==> src/rtl/tsn_csr_pkg.sv <==
// Shared types and constants for the TSN CSR fabric: router FSM states,
// Avalon response codes and the default abort timeout.
package tsn_csr_pkg;

  typedef enum logic [2:0] {
    IDLE,
    CMD,
    ACK,
    RDWAIT,
    RESP
  } state_t;

  localparam logic [1:0] RESP_OKAY   = 2'b00;
  localparam logic [1:0] RESP_SLVERR = 2'b10;

  localparam int TIMEOUT_DEF = 255;

endpackage

==> src/rtl/tsn_csr_port_mux.sv <==
// Selects one slave port's readdata, readdatavalid and waitrequest by index.
// An out-of-range index looks like a stalled, silent port.
module tsn_csr_port_mux #(
  parameter int NUM_PORT = 5,
  parameter int DATA_W   = 32,
  parameter int SEL_W    = 3
) (
  input  logic [SEL_W-1:0]           i_sel,
  input  logic [NUM_PORT*DATA_W-1:0] i_readdata,
  input  logic [NUM_PORT-1:0]        i_readdatavalid,
  input  logic [NUM_PORT-1:0]        i_waitrequest,
  output logic [DATA_W-1:0]          o_readdata,
  output logic                       o_readdatavalid,
  output logic                       o_waitrequest
);

  always_comb begin
    o_readdata      = '0;
    o_readdatavalid = 1'b0;
    o_waitrequest   = 1'b1;
    for (int k = 0; k < NUM_PORT; k++) begin
      if (i_sel == SEL_W'(k)) begin
        o_readdata      = i_readdata[k*DATA_W +: DATA_W];
        o_readdatavalid = i_readdatavalid[k];
        o_waitrequest   = i_waitrequest[k];
      end
    end
  end

endmodule

==> src/rtl/tsn_csr_router.sv <==
// Avalon-MM CSR router: decodes host address into fixed slave windows plus a reserved
// port, forwards one transaction at a time and aborts with SLVERR on slave timeout.
module tsn_csr_router
  import tsn_csr_pkg::*;
#(
  parameter int NUM_SLV    = 4,
  parameter int ADDR_W     = 16,
  parameter int SLV_ADDR_W = 12,
  parameter int DATA_W     = 32,
  parameter int TIMEOUT    = TIMEOUT_DEF
) (
  input  logic                          clk,
  input  logic                          rst,
  input  logic [ADDR_W-1:0]             h_address,
  input  logic                          h_read,
  input  logic                          h_write,
  input  logic [DATA_W-1:0]             h_writedata,
  output logic                          h_waitrequest,
  output logic [DATA_W-1:0]             h_readdata,
  output logic                          h_readdatavalid,
  output logic [1:0]                    h_response,
  output logic                          timeout_o,
  output logic [SLV_ADDR_W-1:0]         s_address,
  output logic [DATA_W-1:0]             s_writedata,
  output logic [NUM_SLV:0]              s_read,
  output logic [NUM_SLV:0]              s_write,
  input  logic [NUM_SLV:0]              s_waitrequest,
  input  logic [(NUM_SLV+1)*DATA_W-1:0] s_readdata,
  input  logic [NUM_SLV:0]              s_readdatavalid
);

  localparam int NP    = NUM_SLV + 1;
  localparam int SEL_W = $clog2(NP);
  localparam int IDX_W = ADDR_W - SLV_ADDR_W;

  state_t                r_state;
  logic [SEL_W-1:0]      r_sel;
  logic                  r_rd;
  logic                  r_err;
  logic                  r_rd_got;
  logic                  r_timeout;
  logic [7:0]            r_cnt;
  logic [SLV_ADDR_W-1:0] r_addr;
  logic [DATA_W-1:0]     r_wdata;
  logic [DATA_W-1:0]     r_rdata;

  logic [IDX_W-1:0]      w_idx;
  logic [SEL_W-1:0]      w_sel;
  logic [DATA_W-1:0]     w_rdata;
  logic                  w_rdv;
  logic                  w_wait;
  logic                  w_cnt_max;

  assign w_idx     = h_address[ADDR_W-1:SLV_ADDR_W];
  assign w_sel     = (w_idx < IDX_W'(NUM_SLV)) ? SEL_W'(w_idx) : SEL_W'(NUM_SLV);
  assign w_cnt_max = (r_cnt == 8'(TIMEOUT));

  tsn_csr_port_mux #(
    .NUM_PORT (NP),
    .DATA_W   (DATA_W),
    .SEL_W    (SEL_W)
  ) u_port_mux (
    .i_sel           (r_sel),
    .i_readdata      (s_readdata),
    .i_readdatavalid (s_readdatavalid),
    .i_waitrequest   (s_waitrequest),
    .o_readdata      (w_rdata),
    .o_readdatavalid (w_rdv),
    .o_waitrequest   (w_wait)
  );

  always_ff @(posedge clk) begin
    if (rst) begin
      r_state   <= IDLE;
      r_sel     <= '0;
      r_rd      <= 1'b0;
      r_err     <= 1'b0;
      r_rd_got  <= 1'b0;
      r_timeout <= 1'b0;
      r_cnt     <= '0;
      r_addr    <= '0;
      r_wdata   <= '0;
      r_rdata   <= '0;
    end else begin
      r_timeout <= 1'b0;
      case (r_state)
        IDLE: begin
          if (h_read || h_write) begin
            r_sel    <= w_sel;
            r_rd     <= h_read;
            r_addr   <= h_address[SLV_ADDR_W-1:0];
            r_wdata  <= h_writedata;
            r_cnt    <= '0;
            r_err    <= 1'b0;
            r_rd_got <= 1'b0;
            r_rdata  <= '0;
            r_state  <= CMD;
          end
        end
        CMD: begin
          r_cnt <= r_cnt + 8'd1;
          // Slaves may return data in the same cycle they drop waitrequest.
          if (r_rd && w_rdv) begin
            r_rdata  <= w_rdata;
            r_rd_got <= 1'b1;
          end
          if (!w_wait) begin
            r_state <= ACK;
          end else if (w_cnt_max) begin
            r_err     <= 1'b1;
            r_timeout <= 1'b1;
            r_state   <= ACK;
          end
        end
        ACK: begin
          if (r_rd && w_rdv) begin
            r_rdata  <= w_rdata;
            r_rd_got <= 1'b1;
          end
          if (!r_rd) begin
            r_state <= IDLE;
          end else if (r_rd_got || w_rdv || r_err) begin
            r_state <= RESP;
          end else begin
            r_cnt   <= '0;
            r_state <= RDWAIT;
          end
        end
        RDWAIT: begin
          r_cnt <= r_cnt + 8'd1;
          if (w_rdv) begin
            r_rdata <= w_rdata;
            r_state <= RESP;
          end else if (w_cnt_max) begin
            r_err     <= 1'b1;
            r_timeout <= 1'b1;
            r_state   <= RESP;
          end
        end
        RESP: begin
          r_state <= IDLE;
        end
        default: begin
          r_state <= IDLE;
        end
      endcase
    end
  end

  always_comb begin
    s_read  = '0;
    s_write = '0;
    if (r_state == CMD) begin
      for (int k = 0; k < NP; k++) begin
        if (r_sel == SEL_W'(k)) begin
          s_read[k]  = r_rd;
          s_write[k] = !r_rd;
        end
      end
    end
  end

  assign s_address       = r_addr;
  assign s_writedata     = r_wdata;
  assign h_waitrequest   = (r_state != ACK);
  assign h_readdatavalid = (r_state == RESP);
  assign h_readdata      = (r_state == RESP && !r_err) ? r_rdata : '0;
  assign h_response      = (r_state == RESP && r_err) ? RESP_SLVERR : RESP_OKAY;
  assign timeout_o       = r_timeout;

endmodule
==> config.mk <==
export PLATFORM = sky130hd
export DESIGN_NAME = tsn_csr_router
export DESIGN_NICKNAME = d
export VERILOG_FILES = /design/src/rtl/tsn_csr_pkg.sv /design/src/rtl/tsn_csr_port_mux.sv /design/src/rtl/tsn_csr_router.sv
export SDC_FILE = /design/constraint.sdc
export NUM_CORES = 1
export LEC_CHECK = 0
export ABC_AREA = 1
export CAP_MARGIN = 20
export CORE_MARGIN = 3
export CORE_UTILIZATION = 42
export DETAILED_ROUTE_END_ITERATION = 10
export PLACE_DENSITY = 0.83
export RECOVER_POWER = 50
export SYNTH_ARGS = -nofsm -noshare
export SYNTH_HDL_FRONTEND = slang
export SYNTH_SLANG_ARGS = --single-unit
==> constraint.sdc <==
create_clock -name clk -period 3.9 [get_ports clk]
set_input_delay 0.585 -clock clk [delete_from_list [all_inputs] [get_ports clk]]
set_output_delay 0.585 -clock clk [all_outputs]
set_load 0.01 [all_outputs]
==> key figures <==
Status
  • Status: complete, but fails checks
  • Failing checks: capacitance limit, slew limit

Logic synthesis
  • Synth Flop Type: dfxtp_1
  • Cell area after synthesis: 5520 µm²
  • Post-synth EDFFs: 0
  • Post-synthesis cell count: 911
  • Synth cell types: 30
  • Post-synth net total: 1,134
  • Synth Area in Adders: 0.227%
  • Synth Register Bits: 94
  • Post-synthesis sequential area ratio: 34.1%
  • Async set-reset flop share out of synthesis: 0%
  • Yosys warns: 0
  • Simple-Gate Fraction of Synth Area: 47.3%
  • Compound-Gate Fraction of Synth Area: 9.38%
  • Post-Syn Area per Cell: 6.06 µm²
  • Fraction of synthesized area in multiplexers: 0%
  • Post-synthesis xor/xnor area fraction: 0%
  • Main combinational cell family by area after synthesis: simple AND/OR/NAND/NOR gates

Clock tree
  • # clock sinks: 94
  • CTS clk-pin slew, worst paths: 0.07 ns
  • Post-cts resize count: 0
  • Setup bufs post-CTS: 0
  • TritonCTS clock tree: done
  • Clk buf depth: 2
  • Root buffer cell: clkbuf_16
  • Post-CTS Hold Buffers: 0
  • Num CTS Buffers: 9
  • Htree depth: 3
  • Clock Latency Late Sink: 0.33 ns

Finish
  • Commonest non-fill, non-tap cell in the layout: clkdlybuf4s50_1
  • Layout cells sized above 1: 6.65%
  • Utilization after layout: 70.7%
  • # fillers: 1,123
  • Nets: 1,406
  • Most frequent cells in the layout: clkdlybuf4s50_1 (264), nand2_1 (261), nor2_1 (128), nand3_1 (115), dfxtp_1 (94)
  • Layout area overhead: 62.9%

Global route
  • First-pass GRT wire length: 33,000 µm
  • Vias in the first global route: 6,398
  • Initial antenna violation count: 2
  • Largest net degree at the start of global routing: 50
  • GR Overflow Total: 0
  • Gr usage total: 28.5%

Detailed routing
  • Routed len/inst: 16.1 µm
  • Total wire length: 21,900 µm
  • Met1 Routed Length: 8320 µm
  • Drt initial violations: 514
  • Drt pass-1 iters: 6
  • DRC viols: 0
  • Post-route ant nets: 0
  • Vias: 6,918
  • Met3 routed wirelength: 2380 µm
  • Via/cell ratio: 5.08
  • Top sig layer: met4
  • WL met2: 10,400 µm

Timing
  • Final Setup Violations: 0
  • Worst clock skew: 0.00679 ns
  • Final Critical Period: 3.17 ns
  • Least-Margin Pin Slew: 1.80 ns
  • Final worst slack: 0.731 ns
  • Max-slew violations: 45
  • Slew Limit Headroom: -19.8%
  • Final setup TNS: 0 ns
  • Unrepaired setup endpoints after global routing: false
  • Fmax: 316 MHz
  • Final Cycle Share: 81.2%
  • Final Hold Vio Count: 0

Flow run
  • Max-Cap Viols: 1

Floorplanning
  • Die Footprint: 14,600 µm²
  • Cell Rows: 41
  • Chip height: 121 µm
  • Chip width: 121 µm
  • Starting Density: 43.4%
  • Core box area: 12,700 µm²
  • IO Pins: 313

Power
  • Total power: 4.93 mW
  • Cell Pwr Density: 549 nW/µm²
  • Max rail drop VDD: 0.362 mV
  • LEAKAGE: 3.77 nW

Critical path
  • Crit path cell chain: inv_2 > buf_4 > nand3_1 > nor2_1 > clkdlybuf4s50_1
  • Critical Path AT: 2.58 ns
  • CP peak stage delay: 0.62 ns
  • Worst Path Required: 3.31 ns
  • R2R setup slack: 0.94 ns
  • CP max FO: 38
  • Slowest stage cell, crit path: nand3_1
  • CP Capture Type: output port
  • Startpoint Class: flop
  • Critical path class: reg -> out

Placement
  • GPL Wtd Cong: 0.947
  • Worst slack, placed: 1.02 ns
  • Port bufs: 311
  • HPWL after DPL: 16,600 µm

Min path
  • Hold Path Class: reg -> reg
-- power breakdown --
part | switching (mW) | internal, mW | leakage, nW | total [mW]
clock network | 0.397 | 0.460 | 0.142 | 0.857
logic | 1.65 | 1.08 | 2.85 | 2.73
registers | 0.133 | 1.22 | 0.773 | 1.35
total | 2.18 | 2.76 | 3.77 | 4.93
-- state kept, by name, indices dropped and copies added (netlist names) --
| signal | flops |
|---|---|
| r_rdata | 32 |
| s_writedata | 32 |
| s_address | 12 |
| r_cnt | 8 |
| r_sel | 3 |
| r_state | 3 |
| r_err | 1 |
| r_rd | 1 |
| r_rd_got | 1 |
| timeout_o | 1 |
-- cells in the mapped netlist, types with 3 or more instances --
cell type | n | area share, %
a21oi_1 | 59 | 5.3
buf_2 | 17 | 1.5
buf_4 | 4 | 0.54
clkbuf_1 | 40 | 2.7
dfxtp_1 | 94 | 34
inv_1 | 52 | 3.5
inv_2 | 5 | 0.34
nand2_1 | 262 | 18
nand2_2 | 7 | 0.79
nand3_1 | 115 | 10
nand4_1 | 36 | 4.1
nor2_1 | 129 | 8.8
nor2_2 | 3 | 0.34
nor3_1 | 3 | 0.27
o21ai_0 | 35 | 3.2
or2_0 | 5 | 0.57
or2_2 | 29 | 3.3
-- layer usage --
metal | vias to the layer above | GRT usage (%)
li1 | 3477 | -
met1 | 3089 | 33.3
met2 | 309 | 48.3
met3 | 43 | 9.17
met4 | 0 | 11.2
met5 | - | 0
-- worst max-delay path: cells and delay by family, from the launching register on --
family,cells,cell delay [ns]
buffers and inverters,3,1.03
and+or+nand+nor,2,0.88
DFF,1,0.33
-- per-stage QoR --
| step | cells | cell area [µm²] | hold slack (ns) |
|---|---|---|---|
| floorplan | 911 | 5520 | 0.440 |
| global placement | 1343 | 8680 | 0.451 |
| detailed placement | 1343 | 8680 | 0.455 |
| CTS | 1359 | 8970 | 0.465 |
| global route | 1362 | 8990 | 0.477 |
| finish | 1362 | 8990 | 0.460 |
-- cell families (layout without fill, tap and decap cells) --
kind of cell	Yosys count	in the layout
and+or+nand+nor	595	595
other	1	3
buffers and inverters	121	398
adders and majority gates	1	1
AOI/OAI and AO/OA	99	99
DFF	94	94
-- final cells by class --
class                      count  area, µm²  share of cell area [%]
clock buffer                  10        239                    2.66
sequential                    94       1880                    20.9
multi-input combinational    696       3150                    35.1
tap                          172        215                    2.39
clock inverter                 6       50.0                   0.557
timing repair buffer         323       3230                    35.9
antenna                        2       5.00                  0.0557
inverter                      59        221                    2.46
-- worst paths after layout --
path                                       from         endpoint  cells after the start
worst min-delay path            s_writedata[23]  s_writedata[23]                      2
worst max register to register       r_state[1]  s_writedata[16]                      8
worst min register to register  s_writedata[23]  s_writedata[23]                      2
worst max-delay path                   r_sel[2]       s_write[1]                      5
Note: power is estimated with default switching activity, not from simulation.
